**src/rtl/cpu_pkg.sv**
```systemverilog
// Shared CPU definitions: branch condition codes, flag bit positions and
// the EX/MEM stage FSM encoding.
package cpu_pkg;

    localparam logic [2:0] COND_NE  = 3'd0;
    localparam logic [2:0] COND_EQ  = 3'd1;
    localparam logic [2:0] COND_GT  = 3'd2;
    localparam logic [2:0] COND_LT  = 3'd3;
    localparam logic [2:0] COND_GTE = 3'd4;
    localparam logic [2:0] COND_LTE = 3'd5;
    localparam logic [2:0] COND_OVF = 3'd6;
    localparam logic [2:0] COND_UNC = 3'd7;

    localparam int unsigned FLAG_N = 2;
    localparam int unsigned FLAG_Z = 1;
    localparam int unsigned FLAG_V = 0;

    localparam int unsigned FLAGS_W = 3;
    localparam int unsigned COND_W  = 3;
    localparam int unsigned RD_W    = 4;
    localparam int unsigned CNT_W   = 3;

    typedef enum logic [1:0] {
        ST_RUN    = 2'd0,
        ST_SQUASH = 2'd1,
        ST_HALT   = 2'd2
    } stageState_e;

endpackage

```
**src/rtl/ex_mem_flag_stage_if.sv**
```systemverilog
// EX-side inputs and MEM-side outputs of the EX/MEM flag stage.
interface ex_mem_flag_stage_if #(
    parameter int unsigned DW = 16
);
    import cpu_pkg::*;

    logic               ex_valid_i;
    logic [DW-1:0]      ex_dst_i;
    logic               ex_n_i;
    logic               ex_z_i;
    logic               ex_v_i;
    logic               ex_flag_we_i;
    logic               ex_is_branch_i;
    logic [COND_W-1:0]  ex_cond_i;
    logic [DW-1:0]      ex_target_i;
    logic [RD_W-1:0]    ex_rd_i;
    logic               ex_reg_we_i;
    logic               ex_mem_re_i;
    logic               ex_mem_we_i;
    logic [DW-1:0]      ex_store_data_i;
    logic               ex_hlt_i;
    logic               stall_i;

    logic               mem_valid_o;
    logic [DW-1:0]      mem_alu_o;
    logic [RD_W-1:0]    mem_rd_o;
    logic               mem_reg_we_o;
    logic               mem_mem_re_o;
    logic               mem_mem_we_o;
    logic [DW-1:0]      mem_store_data_o;
    logic [FLAGS_W-1:0] flags_o;
    logic               redirect_o;
    logic [DW-1:0]      redirect_pc_o;
    logic               halted_o;

    modport master (
        output ex_valid_i, ex_dst_i, ex_n_i, ex_z_i, ex_v_i, ex_flag_we_i,
               ex_is_branch_i, ex_cond_i, ex_target_i, ex_rd_i, ex_reg_we_i,
               ex_mem_re_i, ex_mem_we_i, ex_store_data_i, ex_hlt_i, stall_i,
        input  mem_valid_o, mem_alu_o, mem_rd_o, mem_reg_we_o, mem_mem_re_o,
               mem_mem_we_o, mem_store_data_o, flags_o, redirect_o,
               redirect_pc_o, halted_o
    );

    modport slave (
        input  ex_valid_i, ex_dst_i, ex_n_i, ex_z_i, ex_v_i, ex_flag_we_i,
               ex_is_branch_i, ex_cond_i, ex_target_i, ex_rd_i, ex_reg_we_i,
               ex_mem_re_i, ex_mem_we_i, ex_store_data_i, ex_hlt_i, stall_i,
        output mem_valid_o, mem_alu_o, mem_rd_o, mem_reg_we_o, mem_mem_re_o,
               mem_mem_we_o, mem_store_data_o, flags_o, redirect_o,
               redirect_pc_o, halted_o
    );

endinterface

```
**src/rtl/branch_cond.sv**
```systemverilog
// Combinational evaluation of a branch condition code against the N/Z/V flags.
module branch_cond
    import cpu_pkg::*;
(
    input  logic [FLAGS_W-1:0] flags,
    input  logic [COND_W-1:0]  cond,
    output logic               taken
);

    always_comb begin
        taken = 1'b0;
        case (cond)
            COND_NE:  taken = !flags[FLAG_Z];
            COND_EQ:  taken = flags[FLAG_Z];
            COND_GT:  taken = !flags[FLAG_Z] && !flags[FLAG_N];
            COND_LT:  taken = flags[FLAG_N];
            COND_GTE: taken = flags[FLAG_Z] || !flags[FLAG_N];
            COND_LTE: taken = flags[FLAG_N] || flags[FLAG_Z];
            COND_OVF: taken = flags[FLAG_V];
            COND_UNC: taken = 1'b1;
        endcase
    end

endmodule

```
**src/rtl/ex_mem_flag_stage.sv**
```systemverilog
// EX/MEM pipeline register with architectural N/Z/V flags, branch resolution,
// one-shot fetch redirect, wrong-path squash and sticky halt.
module ex_mem_flag_stage
    import cpu_pkg::*;
#(
    parameter int unsigned SQUASH_CYC = 2,
    parameter int unsigned DW         = 16
) (
    input logic               clk,
    input logic               rst_n,
    ex_mem_flag_stage_if.slave bus
);

    stageState_e        stateQ, stateD;
    logic [CNT_W-1:0]   cntQ, cntD;
    logic               validQ, validD;
    logic [DW-1:0]      aluQ, aluD;
    logic [RD_W-1:0]    rdQ, rdD;
    logic               regWeQ, regWeD;
    logic               memReQ, memReD;
    logic               memWeQ, memWeD;
    logic [DW-1:0]      storeQ, storeD;
    logic [FLAGS_W-1:0] flagsQ, flagsD;
    logic               redirectQ, redirectD;
    logic [DW-1:0]      redirectPcQ, redirectPcD;
    logic               haltedQ, haltedD;

    logic               accept;
    logic               condTrue;
    logic               taken;

    branch_cond uCond (
        .flags (flagsQ),
        .cond  (bus.ex_cond_i),
        .taken (condTrue)
    );

    assign accept = bus.ex_valid_i && !bus.stall_i && (stateQ == ST_RUN);
    assign taken  = accept && bus.ex_is_branch_i && condTrue;

    // Next-state and next-output logic; a stall leaves every register as is.
    always_comb begin
        stateD      = stateQ;
        cntD        = cntQ;
        validD      = validQ;
        aluD        = aluQ;
        rdD         = rdQ;
        regWeD      = regWeQ;
        memReD      = memReQ;
        memWeD      = memWeQ;
        storeD      = storeQ;
        flagsD      = flagsQ;
        redirectD   = redirectQ;
        redirectPcD = redirectPcQ;
        haltedD     = haltedQ;

        if (!bus.stall_i) begin
            validD    = accept;
            aluD      = bus.ex_dst_i;
            rdD       = bus.ex_rd_i;
            regWeD    = accept && bus.ex_reg_we_i;
            memReD    = accept && bus.ex_mem_re_i;
            memWeD    = accept && bus.ex_mem_we_i;
            storeD    = bus.ex_store_data_i;
            redirectD = 1'b0;

            case (stateQ)
                ST_RUN: begin
                    if (accept && bus.ex_flag_we_i) begin
                        flagsD = {bus.ex_n_i, bus.ex_z_i, bus.ex_v_i};
                    end
                    // Halt outranks a simultaneously taken branch.
                    if (accept && bus.ex_hlt_i) begin
                        stateD  = ST_HALT;
                        haltedD = 1'b1;
                    end else if (taken) begin
                        stateD      = ST_SQUASH;
                        cntD        = CNT_W'(SQUASH_CYC);
                        redirectD   = 1'b1;
                        redirectPcD = bus.ex_target_i;
                    end
                end
                ST_SQUASH: begin
                    cntD = cntQ - CNT_W'(1);
                    if (cntQ == CNT_W'(1)) begin
                        stateD = ST_RUN;
                    end
                end
                ST_HALT: begin
                    stateD = ST_HALT;
                end
                default: begin
                    stateD = ST_RUN;
                    cntD   = '0;
                end
            endcase
        end
    end

    always_ff @(posedge clk or negedge rst_n) begin
        if (!rst_n) begin
            stateQ      <= ST_RUN;
            cntQ        <= '0;
            validQ      <= 1'b0;
            aluQ        <= '0;
            rdQ         <= '0;
            regWeQ      <= 1'b0;
            memReQ      <= 1'b0;
            memWeQ      <= 1'b0;
            storeQ      <= '0;
            flagsQ      <= '0;
            redirectQ   <= 1'b0;
            redirectPcQ <= '0;
            haltedQ     <= 1'b0;
        end else begin
            stateQ      <= stateD;
            cntQ        <= cntD;
            validQ      <= validD;
            aluQ        <= aluD;
            rdQ         <= rdD;
            regWeQ      <= regWeD;
            memReQ      <= memReD;
            memWeQ      <= memWeD;
            storeQ      <= storeD;
            flagsQ      <= flagsD;
            redirectQ   <= redirectD;
            redirectPcQ <= redirectPcD;
            haltedQ     <= haltedD;
        end
    end

    assign bus.mem_valid_o      = validQ;
    assign bus.mem_alu_o        = aluQ;
    assign bus.mem_rd_o         = rdQ;
    assign bus.mem_reg_we_o     = regWeQ;
    assign bus.mem_mem_re_o     = memReQ;
    assign bus.mem_mem_we_o     = memWeQ;
    assign bus.mem_store_data_o = storeQ;
    assign bus.flags_o          = flagsQ;
    assign bus.redirect_o       = redirectQ;
    assign bus.redirect_pc_o    = redirectPcQ;
    assign bus.halted_o         = haltedQ;

endmodule

```
**src/flat_wrapper.sv**
```systemverilog
// flat-port wrapper written by rule: the top's interface ports become plain ports
module ex_mem_flag_stage_flat import cpu_pkg::*;
#(
    parameter int unsigned SQUASH_CYC = 2,
    parameter int unsigned DW         = 16
)
  (clk, rst_n, bus_ex_valid_i, bus_ex_dst_i, bus_ex_n_i, bus_ex_z_i, bus_ex_v_i, bus_ex_flag_we_i, bus_ex_is_branch_i, bus_ex_cond_i, bus_ex_target_i, bus_ex_rd_i, bus_ex_reg_we_i, bus_ex_mem_re_i, bus_ex_mem_we_i, bus_ex_store_data_i, bus_ex_hlt_i, bus_stall_i, bus_mem_valid_o, bus_mem_alu_o, bus_mem_rd_o, bus_mem_reg_we_o, bus_mem_mem_re_o, bus_mem_mem_we_o, bus_mem_store_data_o, bus_flags_o, bus_redirect_o, bus_redirect_pc_o, bus_halted_o);
  ex_mem_flag_stage_if #(.DW(DW)) bus_i ();
  input logic clk;
  input logic rst_n;
  input wire logic [$bits(bus_i.ex_valid_i)-1:0] bus_ex_valid_i;
  input wire logic [$bits(bus_i.ex_dst_i)-1:0] bus_ex_dst_i;
  input wire logic [$bits(bus_i.ex_n_i)-1:0] bus_ex_n_i;
  input wire logic [$bits(bus_i.ex_z_i)-1:0] bus_ex_z_i;
  input wire logic [$bits(bus_i.ex_v_i)-1:0] bus_ex_v_i;
  input wire logic [$bits(bus_i.ex_flag_we_i)-1:0] bus_ex_flag_we_i;
  input wire logic [$bits(bus_i.ex_is_branch_i)-1:0] bus_ex_is_branch_i;
  input wire logic [$bits(bus_i.ex_cond_i)-1:0] bus_ex_cond_i;
  input wire logic [$bits(bus_i.ex_target_i)-1:0] bus_ex_target_i;
  input wire logic [$bits(bus_i.ex_rd_i)-1:0] bus_ex_rd_i;
  input wire logic [$bits(bus_i.ex_reg_we_i)-1:0] bus_ex_reg_we_i;
  input wire logic [$bits(bus_i.ex_mem_re_i)-1:0] bus_ex_mem_re_i;
  input wire logic [$bits(bus_i.ex_mem_we_i)-1:0] bus_ex_mem_we_i;
  input wire logic [$bits(bus_i.ex_store_data_i)-1:0] bus_ex_store_data_i;
  input wire logic [$bits(bus_i.ex_hlt_i)-1:0] bus_ex_hlt_i;
  input wire logic [$bits(bus_i.stall_i)-1:0] bus_stall_i;
  output wire logic [$bits(bus_i.mem_valid_o)-1:0] bus_mem_valid_o;
  output wire logic [$bits(bus_i.mem_alu_o)-1:0] bus_mem_alu_o;
  output wire logic [$bits(bus_i.mem_rd_o)-1:0] bus_mem_rd_o;
  output wire logic [$bits(bus_i.mem_reg_we_o)-1:0] bus_mem_reg_we_o;
  output wire logic [$bits(bus_i.mem_mem_re_o)-1:0] bus_mem_mem_re_o;
  output wire logic [$bits(bus_i.mem_mem_we_o)-1:0] bus_mem_mem_we_o;
  output wire logic [$bits(bus_i.mem_store_data_o)-1:0] bus_mem_store_data_o;
  output wire logic [$bits(bus_i.flags_o)-1:0] bus_flags_o;
  output wire logic [$bits(bus_i.redirect_o)-1:0] bus_redirect_o;
  output wire logic [$bits(bus_i.redirect_pc_o)-1:0] bus_redirect_pc_o;
  output wire logic [$bits(bus_i.halted_o)-1:0] bus_halted_o;
  assign bus_i.ex_valid_i = bus_ex_valid_i;
  assign bus_i.ex_dst_i = bus_ex_dst_i;
  assign bus_i.ex_n_i = bus_ex_n_i;
  assign bus_i.ex_z_i = bus_ex_z_i;
  assign bus_i.ex_v_i = bus_ex_v_i;
  assign bus_i.ex_flag_we_i = bus_ex_flag_we_i;
  assign bus_i.ex_is_branch_i = bus_ex_is_branch_i;
  assign bus_i.ex_cond_i = bus_ex_cond_i;
  assign bus_i.ex_target_i = bus_ex_target_i;
  assign bus_i.ex_rd_i = bus_ex_rd_i;
  assign bus_i.ex_reg_we_i = bus_ex_reg_we_i;
  assign bus_i.ex_mem_re_i = bus_ex_mem_re_i;
  assign bus_i.ex_mem_we_i = bus_ex_mem_we_i;
  assign bus_i.ex_store_data_i = bus_ex_store_data_i;
  assign bus_i.ex_hlt_i = bus_ex_hlt_i;
  assign bus_i.stall_i = bus_stall_i;
  assign bus_mem_valid_o = bus_i.mem_valid_o;
  assign bus_mem_alu_o = bus_i.mem_alu_o;
  assign bus_mem_rd_o = bus_i.mem_rd_o;
  assign bus_mem_reg_we_o = bus_i.mem_reg_we_o;
  assign bus_mem_mem_re_o = bus_i.mem_mem_re_o;
  assign bus_mem_mem_we_o = bus_i.mem_mem_we_o;
  assign bus_mem_store_data_o = bus_i.mem_store_data_o;
  assign bus_flags_o = bus_i.flags_o;
  assign bus_redirect_o = bus_i.redirect_o;
  assign bus_redirect_pc_o = bus_i.redirect_pc_o;
  assign bus_halted_o = bus_i.halted_o;
  ex_mem_flag_stage #(.SQUASH_CYC(SQUASH_CYC), .DW(DW)) u_core (.clk(clk), .rst_n(rst_n), .bus(bus_i));
endmodule
```
**config.mk**
```make
export PLATFORM = sky130hd
export DESIGN_NAME = ex_mem_flag_stage_flat
export DESIGN_NICKNAME = d
export VERILOG_FILES = /design/src/rtl/cpu_pkg.sv /design/src/rtl/ex_mem_flag_stage_if.sv /design/src/rtl/branch_cond.sv /design/src/rtl/ex_mem_flag_stage.sv /design/src/flat_wrapper.sv
export SDC_FILE = /design/constraint.sdc
export NUM_CORES = 1
export LEC_CHECK = 0
export CORE_MARGIN = 4
export CORE_UTILIZATION = 40
export CTS_BUF_LIST = sky130_fd_sc_hd__clkbuf_2 sky130_fd_sc_hd__clkbuf_4 sky130_fd_sc_hd__clkbuf_8
export DETAILED_ROUTE_END_ITERATION = 8
export PLACE_DENSITY = 0.9
export SLEW_MARGIN = 20
export SYNTH_ARGS = -nofsm -noshare
export SYNTH_HDL_FRONTEND = slang
export SYNTH_SLANG_ARGS = --single-unit
```
**constraint.sdc**
```tcl
create_clock -name clk -period 3.4 [get_ports clk]
set_clock_uncertainty 0.15 [all_clocks]
set_input_delay 0.85 -clock clk [delete_from_list [all_inputs] [get_ports clk]]
set_output_delay 0.85 -clock clk [all_outputs]
set_load 0.05 [all_outputs]
```
==> impl_results.md <==
- Largest net degree at the start of global routing: 39
- Share of cells above drive strength 1: 26.21%
- I/O Buffers: 128
- Dominant cell type by area after synthesis: dfrtp_1
- Num CTS Buffers: 9
- Slew HR: 49.57%
- Syn Inst Count: 166
- First-pass GRT wire length: 9646 um
- Worst path cell trace: clkdlybuf4s50_1 > nor2b_1 > a2111oi_0 > nor3_4 > buf_8 > mux2_4
- DR iter-0 viols: 44
- Row cnt: 29
- Asr flop ratio synth: 100.0%
- Vias in the first global route: 2039
- WP data required: 3.46 ns
- Initial antenna violation count: 0
- Worst-skew pair later-pin latency: 0.33 ns
- Drt wl/cell: 16.45 um
- Fill count: 493
- Die height: 89.59 um
- Total power: 1.968 mW
- Post_cts resized: 0
- Gr usage total: 15.89%
- Hold buffer count at CTS: 0
- Antenna fix cells: 0
- Final Hold Viols: 0
- Synth unique cells: 33
- Max-Cap Viols: 0
- Via density: 4.896
- Crit-path slowest cell: a2111oi_0
- P&R area growth vs syn: 59.77%
- Post-route clock period utilization: 83.63%
- Gr ovfl total: 0
- Tightest Pin Transition: 0.7374 ns
- Most frequent cell after synthesis: dfrtp_1
- CTS Sinks: 66
- Die W: 89.59 um
- Multi-input gate area: 957.2 um^2
- Postcts setup bufs: 0
- Starting density of the core: 41.46%
- Mapped Area: 2663 um^2
- Synth cell count leaders: dfrtp_1 (66), mux2_2 (39), mux2_4 (15), inv_1 (5)
- Final slew viol count: 0
- Crit path max fanout: 12
- Delay-heaviest family, CP: buffers and inverters
- TNS Setup: 0 ns
- Setup violations, final: 0
- Met1 WL: 2382 um
- YS warnings: 0
- DRC viols: 0
- Highest metal used: met4
- Routed wire length: 6348 um
- VDD IR max: 295.2 uV
- CTS Root Cell: clkbuf_8
- Hold Path Class: flip-flop to flip-flop
- Die area: 8025 um^2
- Synthesized flop and latch total: 66
- Core Region: 6422 um^2
- Crit path DAT: 2.90 ns
- H-tree depth: 3
- Via count: 1890
- Peak Freq: 351.7 MHz
- Min Clock Period, post-route: 2.843 ns
- TritonCTS clock tree: yes
- WP buf/inv: 2
- Sequential area share after synthesis: 62.03%
- Power Dens Cells: 462.7 nW/um^2
- Critical Path Sink Type: flip-flop
- Dpl hpwl: 4826 um
- Detail Route Antenna Nets: 0
- # nets final: 374
- DR WL met3: 430 um
- I/O pin cnt: 129
- Primary FF master, synth: dfrtp_1
- Crit-path max cell delay: 0.68 ns
- CP Class: input port to flip-flop
- Gp weighted congestion: 0.7401
- Synth top area share: 62.03%
- Top cells by area, synth: dfrtp_1 (62%), mux2_2 (16%), mux2_4 (8.5%), a22o_1 (0.99%), ha_1 (0.94%)
- CTS clock-pin slew for the worst setup and hold paths: 0.07 ns
- Number of flops mapped to enable cells by yosys: 0
- Leak Pwr: 1.852 nW
- Synth Net Count: 236
- DR pass1 iterations: 4
- Storage cell area: 1652 um^2
- Unrepaired setup endpoints after global routing: no
- Max Root-Sink Buffers: 2
- Post-Syn Area per Cell: 16.04 um^2
- Met2 Wirelength: 3435 um
- CP Launch Type: input port
- Run status: completed
==> state kept, by name, indices dropped and copies added, names as in the netlist <==
name and count:
u_core.bus.flags_o 3, u_core.bus.mem_reg_we_o 1, u_core.bus.mem_valid_o 1, u_core.bus.mem_rd_o 4, u_core.bus.mem_mem_we_o 1, u_core.bus.redirect_o 1, u_core.bus.halted_o 1, u_core.bus.mem_store_data_o 16
u_core.cntQ 3, u_core.bus.mem_mem_re_o 1, u_core.bus.mem_alu_o 16, u_core.bus.redirect_pc_o 16, u_core.stateQ 2
==> stage by stage <==
step	cells	hold WS [ns]	area [um^2]	setup WS, ns	util [%]
floorplan	166	0.3263	2663	1.050	-
global placement	368	0.2926	4025	0.04438	62.67
detailed placement	370	0.2983	4060	0.1994	63.22
CTS	386	0.3202	4254	0.5739	66.24
global route	386	0.3652	4254	0.4774	66.24
finish	386	0.3193	4254	0.5566	66.24
==> per-layer routing <==
| layer | GRT usage [%] | vias up |
|---|---|---|
| met1 | 17.18 | 939 |
| met4 | 7.442 | 0 |
| met3 | 4.288 | 12 |
| met5 | 0 | - |
| met2 | 28.66 | 65 |
| li1 | - | 874 |
==> cell usage in the layout (no fill, tap or decap), drive strengths merged <==
cell and n:
a2111oi 1, a211oi 1, a21o 3, a21oi 2, a22o 3, a311oi 1
a31oi 1, buf 8, bufinv 1, clkbuf 9, clkdlybuf4s50 126, clkinv 5
clkinvlp 1, dfrtp 66, ha 2, inv 5, mux2 55, mux2i 1
nand2 1, nand2b 2, nand3b 1, nand4 1, nor2 1, nor2b 2
nor3 2, nor4b 1, o21ai 1, o22a 1, o31a 1, o31ai 1
o32ai 1, or3b 1, or4b 1
==> cell type report <==
type,count,share of cell area (%)
clock buffers,9,2.912
inverters,5,0.4412
well taps,77,2.265
repair buffers,134,31.41
multi-input cells,88,22.50
clock inverters,7,1.647
flip-flops and latches,66,38.82
==> power by group <==
part	internal [mW]	switching (mW)	leakage, nW
sequential	0.837	0.0267	0.821
combinational	0.205	0.263	0.932
clock	0.337	0.299	0.0990
==> logic make-up (layout without fill, tap and decap cells) <==
logic type,Yosys count,after routing,synth area share (%)
AOI/OAI and AO/OA,17,17,5.123
adders and majority gates,2,2,0.9397
and+or+nand+nor,13,13,3.900
muxes,56,56,25.75
DFF,66,66,62.03
buffers and inverters,12,155,2.256
==> worst paths after layout <==
check | slack (ns) | start | endpoint | cells past startpoint
max | 0.56 | bus_ex_cond_i[1] | u_core.bus.redirect_pc_o[5]$_DFFE_PN0P_ | 6
min | 0.32 | u_core.bus.halted_o$_DFFE_PN0P_ | u_core.bus.halted_o$_DFFE_PN0P_ | 1
max reg2reg | 1.12 | u_core.stateQ[1]$_DFFE_PN0P_ | u_core.bus.redirect_pc_o[5]$_DFFE_PN0P_ | 5
min reg2reg | 0.32 | u_core.bus.halted_o$_DFFE_PN0P_ | u_core.bus.halted_o$_DFFE_PN0P_ | 1
max in group asynchronous | 1.94 | rst_n | u_core.bus.redirect_o$_DFFE_PN0N_ | 3
min in group asynchronous | 0.36 | rst_n | u_core.bus.mem_alu_o[4]$_DFFE_PN0N_ | 1
Power figures use the tool's default switching activity.
